### src/rtl/fm_discriminator_if.sv
// Avalon-ST style sample path between the I/Q source, the discriminator and the FIR sink.
// The source side drives the sink signals; the discriminator drives the result and the overrun flag.
interface fm_discriminator_if #(
   parameter int DATA_WIDTH = 16
) ();
   logic [DATA_WIDTH-1:0] ast_sink_i;
   logic [DATA_WIDTH-1:0] ast_sink_q;
   logic                  ast_sink_valid;
   logic [1:0]            ast_sink_error;
   logic [DATA_WIDTH-1:0] ast_source_data;
   logic                  ast_source_valid;
   logic [1:0]            ast_source_error;
   logic                  overrun;

   modport master (
      output ast_sink_i, ast_sink_q, ast_sink_valid, ast_sink_error,
      input  ast_source_data, ast_source_valid, ast_source_error, overrun
   );

   modport slave (
      input  ast_sink_i, ast_sink_q, ast_sink_valid, ast_sink_error,
      output ast_source_data, ast_source_valid, ast_source_error, overrun
   );
endinterface

### src/rtl/fm_discriminator.sv
// Polar FM discriminator: vectoring CORDIC phase, then wrapped phase difference; result ITER+1 cycles after accept.
// No backpressure: error-free samples arriving mid-rotation are dropped and latch the sticky overrun flag.
module fm_discriminator #(
   parameter int DATA_WIDTH = 16,
   parameter int ITER       = 14
) (
   input  logic                 clk,
   input  logic                 reset_n,
   fm_discriminator_if.slave    ast
);
   localparam int XW = DATA_WIDTH + 2;

   typedef enum logic [1:0] {IDLE = 2'd0, ROT = 2'd1, DONE = 2'd2} state_t;

   state_t                 state_q, state_d;
   logic signed [XW-1:0]   x_q, x_d, y_q, y_d;
   logic [15:0]            z_q, z_d, prev_q, prev_d;
   logic [3:0]             k_q, k_d;
   logic [DATA_WIDTH-1:0]  data_q, data_d;
   logic                   valid_q, valid_d, ovr_q, ovr_d;

   logic                   sample_ok, accept;
   logic signed [XW-1:0]   i_ext, q_ext;
   logic [15:0]            d_phase, lut;
   logic signed [DATA_WIDTH-1:0] d_ext;

   // atan(2^-k) in units of 65536 per turn
   function automatic logic [15:0] atan_lut(input logic [3:0] k);
      case (k)
         4'd0:  atan_lut = 16'd8192;
         4'd1:  atan_lut = 16'd4836;
         4'd2:  atan_lut = 16'd2555;
         4'd3:  atan_lut = 16'd1297;
         4'd4:  atan_lut = 16'd651;
         4'd5:  atan_lut = 16'd326;
         4'd6:  atan_lut = 16'd163;
         4'd7:  atan_lut = 16'd81;
         4'd8:  atan_lut = 16'd41;
         4'd9:  atan_lut = 16'd20;
         4'd10: atan_lut = 16'd10;
         4'd11: atan_lut = 16'd5;
         4'd12: atan_lut = 16'd3;
         4'd13: atan_lut = 16'd1;
         4'd14: atan_lut = 16'd1;
         default: atan_lut = 16'd0;
      endcase
   endfunction

   assign sample_ok = ast.ast_sink_valid && (ast.ast_sink_error == 2'b00);
   assign i_ext     = {{2{ast.ast_sink_i[DATA_WIDTH-1]}}, ast.ast_sink_i};
   assign q_ext     = {{2{ast.ast_sink_q[DATA_WIDTH-1]}}, ast.ast_sink_q};
   assign lut       = atan_lut(k_q);
   assign d_phase   = z_q - prev_q;
   assign d_ext     = DATA_WIDTH'($signed(d_phase));

   always_comb begin
      state_d = state_q;
      x_d     = x_q;
      y_d     = y_q;
      z_d     = z_q;
      k_d     = k_q;
      prev_d  = prev_q;
      data_d  = data_q;
      valid_d = 1'b0;
      ovr_d   = ovr_q;
      accept  = 1'b0;

      case (state_q)
         IDLE: accept = sample_ok;
         ROT: begin
            if (sample_ok) ovr_d = 1'b1;
            if (!y_q[XW-1]) begin
               x_d = x_q + (y_q >>> k_q);
               y_d = y_q - (x_q >>> k_q);
               z_d = z_q + lut;
            end else begin
               x_d = x_q - (y_q >>> k_q);
               y_d = y_q + (x_q >>> k_q);
               z_d = z_q - lut;
            end
            k_d = k_q + 4'd1;
            if (k_q == 4'(ITER - 1)) state_d = DONE;
         end
         DONE: begin
            data_d  = d_ext << (DATA_WIDTH - 16);
            valid_d = 1'b1;
            prev_d  = z_q;
            state_d = IDLE;
            accept  = sample_ok;
         end
         default: state_d = IDLE;
      endcase

      // Left half-plane inputs are rotated by pi so the CORDIC only sees |angle| <= pi/2
      if (accept) begin
         state_d = ROT;
         k_d     = 4'd0;
         if (ast.ast_sink_i[DATA_WIDTH-1]) begin
            x_d = -i_ext;
            y_d = -q_ext;
            z_d = 16'h8000;
         end else begin
            x_d = i_ext;
            y_d = q_ext;
            z_d = 16'h0000;
         end
      end
   end

   always_ff @(posedge clk) begin
      if (!reset_n) begin
         state_q <= IDLE;
         x_q     <= '0;
         y_q     <= '0;
         z_q     <= '0;
         k_q     <= '0;
         prev_q  <= '0;
         data_q  <= '0;
         valid_q <= 1'b0;
         ovr_q   <= 1'b0;
      end else begin
         state_q <= state_d;
         x_q     <= x_d;
         y_q     <= y_d;
         z_q     <= z_d;
         k_q     <= k_d;
         prev_q  <= prev_d;
         data_q  <= data_d;
         valid_q <= valid_d;
         ovr_q   <= ovr_d;
      end
   end

   assign ast.ast_source_data  = data_q;
   assign ast.ast_source_valid = valid_q;
   assign ast.ast_source_error = 2'b00;
   assign ast.overrun          = ovr_q;
endmodule

### src/flat_wrapper.sv
// flat-port wrapper written by rule: the top's interface ports become plain ports
module fm_discriminator_flat 
#(
   parameter int DATA_WIDTH = 16,
   parameter int ITER       = 14
)
  (clk, reset_n, ast_ast_sink_i, ast_ast_sink_q, ast_ast_sink_valid, ast_ast_sink_error, ast_ast_source_data, ast_ast_source_valid, ast_ast_source_error, ast_overrun);
  fm_discriminator_if #(.DATA_WIDTH(DATA_WIDTH)) ast_i ();
  input  logic clk;
  input  logic reset_n;
  input wire logic [$bits(ast_i.ast_sink_i)-1:0] ast_ast_sink_i;
  input wire logic [$bits(ast_i.ast_sink_q)-1:0] ast_ast_sink_q;
  input wire logic [$bits(ast_i.ast_sink_valid)-1:0] ast_ast_sink_valid;
  input wire logic [$bits(ast_i.ast_sink_error)-1:0] ast_ast_sink_error;
  output wire logic [$bits(ast_i.ast_source_data)-1:0] ast_ast_source_data;
  output wire logic [$bits(ast_i.ast_source_valid)-1:0] ast_ast_source_valid;
  output wire logic [$bits(ast_i.ast_source_error)-1:0] ast_ast_source_error;
  output wire logic [$bits(ast_i.overrun)-1:0] ast_overrun;
  assign ast_i.ast_sink_i = ast_ast_sink_i;
  assign ast_i.ast_sink_q = ast_ast_sink_q;
  assign ast_i.ast_sink_valid = ast_ast_sink_valid;
  assign ast_i.ast_sink_error = ast_ast_sink_error;
  assign ast_ast_source_data = ast_i.ast_source_data;
  assign ast_ast_source_valid = ast_i.ast_source_valid;
  assign ast_ast_source_error = ast_i.ast_source_error;
  assign ast_overrun = ast_i.overrun;
  fm_discriminator #(.DATA_WIDTH(DATA_WIDTH), .ITER(ITER)) u_core (.clk(clk), .reset_n(reset_n), .ast(ast_i));
endmodule
### config.mk
export PLATFORM = sky130hd
export DESIGN_NAME = fm_discriminator_flat
export DESIGN_NICKNAME = d
export VERILOG_FILES = /design/src/rtl/fm_discriminator_if.sv /design/src/rtl/fm_discriminator.sv /design/src/flat_wrapper.sv
export SDC_FILE = /design/constraint.sdc
export NUM_CORES = 1
export LEC_CHECK = 0
export CAP_MARGIN = 0
export CORE_ASPECT_RATIO = 1.2
export CORE_UTILIZATION = 50
export CTS_CLUSTER_SIZE = 30
export DETAILED_ROUTE_END_ITERATION = 10
export GPL_ROUTABILITY_DRIVEN = 0
export GPL_TIMING_DRIVEN = 0
export PLACE_DENSITY = 0.71
export RECOVER_POWER = 25
export SLEW_MARGIN = 20
export SYNTH_ARGS = -nofsm -noshare
export SYNTH_HDL_FRONTEND = slang
export SYNTH_SLANG_ARGS = --single-unit
### constraint.sdc
create_clock -name clk -period 10 [get_ports clk]
set_clock_uncertainty 0.1 [all_clocks]
set_input_delay 2 -clock clk [delete_from_list [all_inputs] [get_ports clk]]
set_output_delay 2 -clock clk [all_outputs]
set_load 0.1 [all_outputs]
-- After elaboration in Yosys (flattened, before gate mapping)
Memory sizes are Yosys's and may differ from the RTL's. A register that Yosys moved wholly into a read port is not among the register bits.
Index checks and enable logic that the tools add are counted.
- $add $sub $neg: 10
- equality and inequality tests: 6
- shift operators: 2
- mux-type cells: 19
- bitwise operators: 2
- reduce and logical (&&, ||, !) cells: 9
- operator list (cell ; number):
    $mux W18 ; 8
    $mux W16 ; 4
    $add A18 B18 Y18 ; 2
    $neg A16 Y18 ; 2
    $sshr A18 B4 Y18 ; 2
    $sub A18 B18 Y18 ; 2
    $sub A16 B16 Y16 ; 2
    $add A16 B16 Y16 ; 1
    $mux W4 ; 2
    $reduce_and A2 Y1 ; 3
    $add A4 B1 Y4 const B ; 1
    $eq A4 B4 Y1 const B ; 1
    $logic_not A2 Y1 ; 2
    $ne A2 B1 Y1 const B ; 2
    $pmux W2 S2 ; 1
    $reduce_or A2 Y1 ; 2
    $mux W1 ; 3
    $ne A3 B1 Y1 const B ; 1
    $eq A2 B1 Y1 const B ; 1
    $eq A2 B2 Y1 const B ; 1
    $mux W2 ; 1
    $not A1 Y1 ; 2
    $reduce_bool A2 Y1 ; 1
    $logic_and A1 B1 Y1 ; 1
- flip-flop bits (word level): 92
- ROM bits: 224
- bits of input ports: 37
- output and inout port bits: 20
- word-level logic and storage cells: 59
- memories: 1
- memories (name ; depth ; bits a word ; read ports ; clocked after memory_dff ; write ports ; RTL line ; source):
    (name not given) ; 16 ; 14 ; 1 ; 1 ; 0 ; fm_discriminator.sv:29 ; case (k)

-- Depth between registers and ports, before layout
- depth after elaboration: 5
- gate-level depth with buffers: 23
- mapped depth without buffers: 19

-- Worst setup path after synthesis
Ideal clock, no wire load.
- path kind: reg2reg
- start point: register u_core.k_q[3]
- end point: register u_core.x_q[17]
- setup time: 0.120 ns
- data arrival time: 4.548 ns
- data required time: 9.780 ns
- setup slack: 5.232 ns
- stages on the path, launching flop included: 21
- buffers on the path: 5
- clock period less this slack: 4.768 ns
- cell sequence: dfxtp_1 clkbuf_1 buf_4 clkbuf_1 clkbuf_1 clkbuf_1 nand2_1 o21ai_0 ha_1 nor2b_1 a41o_2 mux2i_1 ha_1 and3_1 nand2_1 a311oi_1 o31ai_1 o21ai_0 mux2i_1 o211ai_1 o31a_1
- word-level cells in the longest chain between the ends: 5
- elaborated cells on any way between the ends: 6
- classes of those cells: add/sub (2); shift (1); mux (3)
- RTL lines (what ; RTL line ; source):
    start: declaration ; fm_discriminator.sv:18 ; logic [3:0] k_q, k_d;
    start signal: assignment ; fm_discriminator.sv:126 ; k_q <= k_d;
    $sshr A18 B4 Y18 (*) ; fm_discriminator.sv:73, fm_discriminator.sv:77 ;
    $add A18 B18 Y18 / $sub A18 B18 Y18 (equally long branches) ; fm_discriminator.sv:73, fm_discriminator.sv:77 ;
    $mux W18 (*) ; fm_discriminator.sv:72 ; if (!y_q[XW-1]) begin
    $mux W18 (*) ; fm_discriminator.sv:68 ; case (state_q)
    $mux W18 (*) ; fm_discriminator.sv:95 ; if (accept) begin
    end signal: assignment ; fm_discriminator.sv:113 ; x_q <= '0;
    end signal: assignment ; fm_discriminator.sv:123 ; x_q <= x_d;
    end: declaration ; fm_discriminator.sv:16 ; logic signed [XW-1:0] x_q, x_d, y_q, y_d;
Mark *: on every way between the ends. The rest lies on a longest branch, timed or not. The select of a mux whose other input is x is not followed.
A chain may end at the register's enable or synchronous reset.

-- Worst setup path after layout
Ends and elaborated chain as after synthesis.

==> results.ini <==
[run_status]
run_status = finished clean

[routing]
postRouteAntennaNets = 0
num_vias = 10700
remaining_drc_errors = 0
dr.pass1.iters = 6
drtIter0Drc = 1003
via_per_inst = 6.36
wl_per_cell_um = 20.5
wirelength_mm = 34.4

[die]
num_rows = 57
die_h_um = 161
initial_utilization_pct = 51.6
core_area_um2 = 20500
dieWidth_um = 135
pin_count = 57
die_area_um2 = 21700

[timing]
relSlewSlack_pct = 34.7
period_share_pct = 66.7
slew_viol_final = 0
max_freq_ghz = 0.150
tightest_slew_ns = 0.976
setup_viol = 0
finalCriticalPeriod_ns = 6.67
fin_tns_setup_ns = 0
rsz0062_at_grt = no
finalHoldViolCount = 0

[setup_path]
start_kind = flip-flop
critPathTopFamily = compound AO/OA/AOI/OAI gates
path_cells = clkbuf_1 > buf_4 > clkbuf_1 > clkbuf_1 > clkbuf_1 > nand2_1 > o21ai_0 > ha_1 > nor2b_1 > a41o_2 > mux2i_1 > ha_1 > and3_1 > nand2_1 > a311oi_1 > o31ai_1 > o21ai_0 > mux2i_1 > o211ai_1 > o31a_1
cp_max_fo = 10
worst_path_most_repeated_cell = clkbuf_1
worst_ep_arrival_time_ns = 6.83
crit_path_end_kind = flip-flop
crit_slowest_cell = o21ai_0
crit_path_max_incr_delay_ns = 0.60
crit_required_ns = 10.16
setup.worst_path.class = reg2reg
cp.buffers_inverters = 5

[synthesis]
ys_seq_elements = 106
synth_area_um2 = 10600
synthMuxAreaShare_pct = 10.3
yosys.area_share.adder_pct = 9.87
synth_top_area_share_pct = 20.1
synth-simple-area-share_pct = 21.3
synth_compound_area_share_pct = 23.2
ys_seq_area_share_pct = 20.1
synth-edff-count = 0
yosysTopAreaCell = dfxtp_1
syn_avg_cell_area_um2 = 7.85
synth_area_leaders = dfxtp_1, ha_1, mux4_2, nand2_1, xnor2_1
ys_types = 79
synth_top_family_by_area = compound AO/OA/AOI/OAI gates
yosys_warnings = 0
syn_inst = 1346
synth_xor_area_share_pct = 9.78
async_flop_share_pct = 0
yosys_most_used_dff = dfxtp_1

[hold_path]
hp-class = reg2reg

[power_and_ir_drop]
power_density_nw_per_um2 = 171
leakagePower_nw = 4.52
vdd_drop_max_mv = 0.126

[cells_and_area]
final_layout_size_suffix_gt1_share_pct = 6.92
mostFrequentLayoutCells = nand2_1, dfxtp_1, nor2_1, a21oi_1, o21ai_0
fillCellCount = 1924
final_util_pct = 57.4
multi_input_area_um2 = 7880
mostFrequentLayoutCell = nand2_1
nets = 1529
diodes = 0
final_cells = 1681
register_area_um2 = 2120
syn_to_final_growth_pct = 11.1

[cts]
cts_tree = done
cts_hold_buf = 0
cts.htree.levels = 3
post_cts_buffers = 0
insertion_delay_ns = 0.37
cts_buffer_depth = 2
root_buffer = clkbuf_16
clock-sinks = 106
cts_resized = 0
cts_buffers = 9
clk_pin_slew_ns = 0.08

[global_routing]
grt_pass1_wl_mm = 53.6
grt_use_total_pct = 31.9
grt.busiest_layer = met2
grt_pass1_vias = 10100
grt_antenna_before_repair = 0
grt_max_degree = 22
grtUsageMet2_pct = 55.7
grt_use_met1_pct = 36.7
grtUsageMet3_pct = 4.83
grt_overflow = 0

[job]
max_cap_violations = 0

[placement]
dpl.hpwl_mm = 26.7
portBuffers = 53
dp_cells = 1665

-- final timing paths --
| path | from | endpoint | slack, ns | cells past startpoint |
|---|---|---|---|---|
| worst max-delay path | u_core.k_q[3]$_SDFFE_PP0P_ | u_core.x_q[17]$_SDFFE_PN0P_ | 3.33 | 20 |
| worst min-delay path | u_core.prev_q[2]$_SDFFE_PN0P_ | u_core.prev_q[2]$_SDFFE_PN0P_ | 0.37 | 2 |
| worst max register to register | u_core.k_q[3]$_SDFFE_PP0P_ | u_core.x_q[17]$_SDFFE_PN0P_ | 3.33 | 20 |
| worst min register to register | u_core.prev_q[2]$_SDFFE_PN0P_ | u_core.prev_q[2]$_SDFFE_PN0P_ | 0.37 | 2 |
-- metrics by stage --
stage / cell area (um^2) / hold WS, ns / total power, mW / setup slack [ns]
after global routing: 11700 / 0.389 / 2.13 / 2.93
after global placement: 11400 / 0.347 / 1.60 / 3.56
after CTS: 11700 / 0.369 / 1.99 / 3.50
after detailed placement: 11400 / 0.357 / 1.61 / 3.55
final: 11700 / 0.367 / 2.01 / 3.33
after floorplan: 10600 / 0.343 / 1.34 / 5.23
-- cell families after synthesis --
group | Yosys count
fa+ha+maj | 81
simple gates | 467
buf+inv | 135
xor+xnor | 118
other cells | 1
mux | 67
compound gates | 371
flops | 106
-- area by class of cell --
type	count	area share [%]
clock inverters	7	0.724
well taps	265	2.82
plain buffers	82	3.17
multi-input cells	1106	67.1
clock buffers	9	1.92
inverters	53	1.69
flip-flops and latches	106	18.1
repair buffers	53	4.52
-- synthesized netlist by cell type, types with 4 or more instances --
cell type and instances:
nand2_1 172, dfxtp_1 106, a21oi_1 88, nor2_1 88, o21ai_0 84, ha_1 77, xnor2_1 63, xor2_1 55
clkbuf_1 52, inv_1 52, nand3_1 41, mux4_2 33, mux2i_1 29, a21boi_0 27, and2_1 26, nor3_1 26
and3_1 22, o211ai_1 22, nor2b_1 20, nand2b_1 19, a21o_1 17, o21a_1 16, a31oi_1 15, or3_1 12
o31ai_1 11, buf_1 10, buf_2 10, nor4_1 10, o22ai_1 10, a211oi_1 8, o221ai_1 8, or2_2 8
o211a_1 7, buf_4 6, a22oi_1 5, mux2_2 5, o31a_1 5, o41ai_1 5, or4_1 5, buf_6 4
fa_1 4
-- metal layers --
| metal | routed length, um | part of all wire [%] | vias up |
|---|---|---|---|
| met2 | 16800 | 49 | 533 |
| met3 | 2450 | 7.1 | 163 |
| li1 | - | - | 4982 |
| met1 | 12900 | 38 | 5007 |
| met5 | 0 | 0 | - |
| met4 | 2200 | 6.4 | 0 |
-- worst reg2reg max path, cell delays in order, from the launching register on --
cell and delay, ns:
dfxtp_1 0.38, clkbuf_1 0.42, buf_4 0.29, clkbuf_1 0.48, clkbuf_1 0.49, clkbuf_1 0.40, nand2_1 0.08, o21ai_0 0.18
ha_1 0.24, nor2b_1 0.31, a41o_2 0.35, mux2i_1 0.34, ha_1 0.28, and3_1 0.20, nand2_1 0.06, a311oi_1 0.46
o31ai_1 0.21, o21ai_0 0.60, mux2i_1 0.27, o211ai_1 0.11, o31a_1 0.32
-- flip-flops by register name (all words and copies together), names as in the netlist --
signal and count:
u_core.state_q 2, u_core.z_q 16, u_core.ast.overrun 1, u_core.ast.ast_source_data 16
u_core.x_q 18, u_core.lut 14, u_core.ast.ast_source_valid 1, u_core.prev_q 16
u_core.k_q 4, u_core.y_q 18
-- report_power, final --
group | leakage, nW | total, mW | switching (mW) | internal [mW]
Clock | 0.146 | 0.372 | 0.194 | 0.179
Combinational | 3.51 | 1.13 | 0.651 | 0.480
Sequential | 0.860 | 0.503 | 0.0548 | 0.448
No activity file was read; power rests on OpenSTA's default activity.
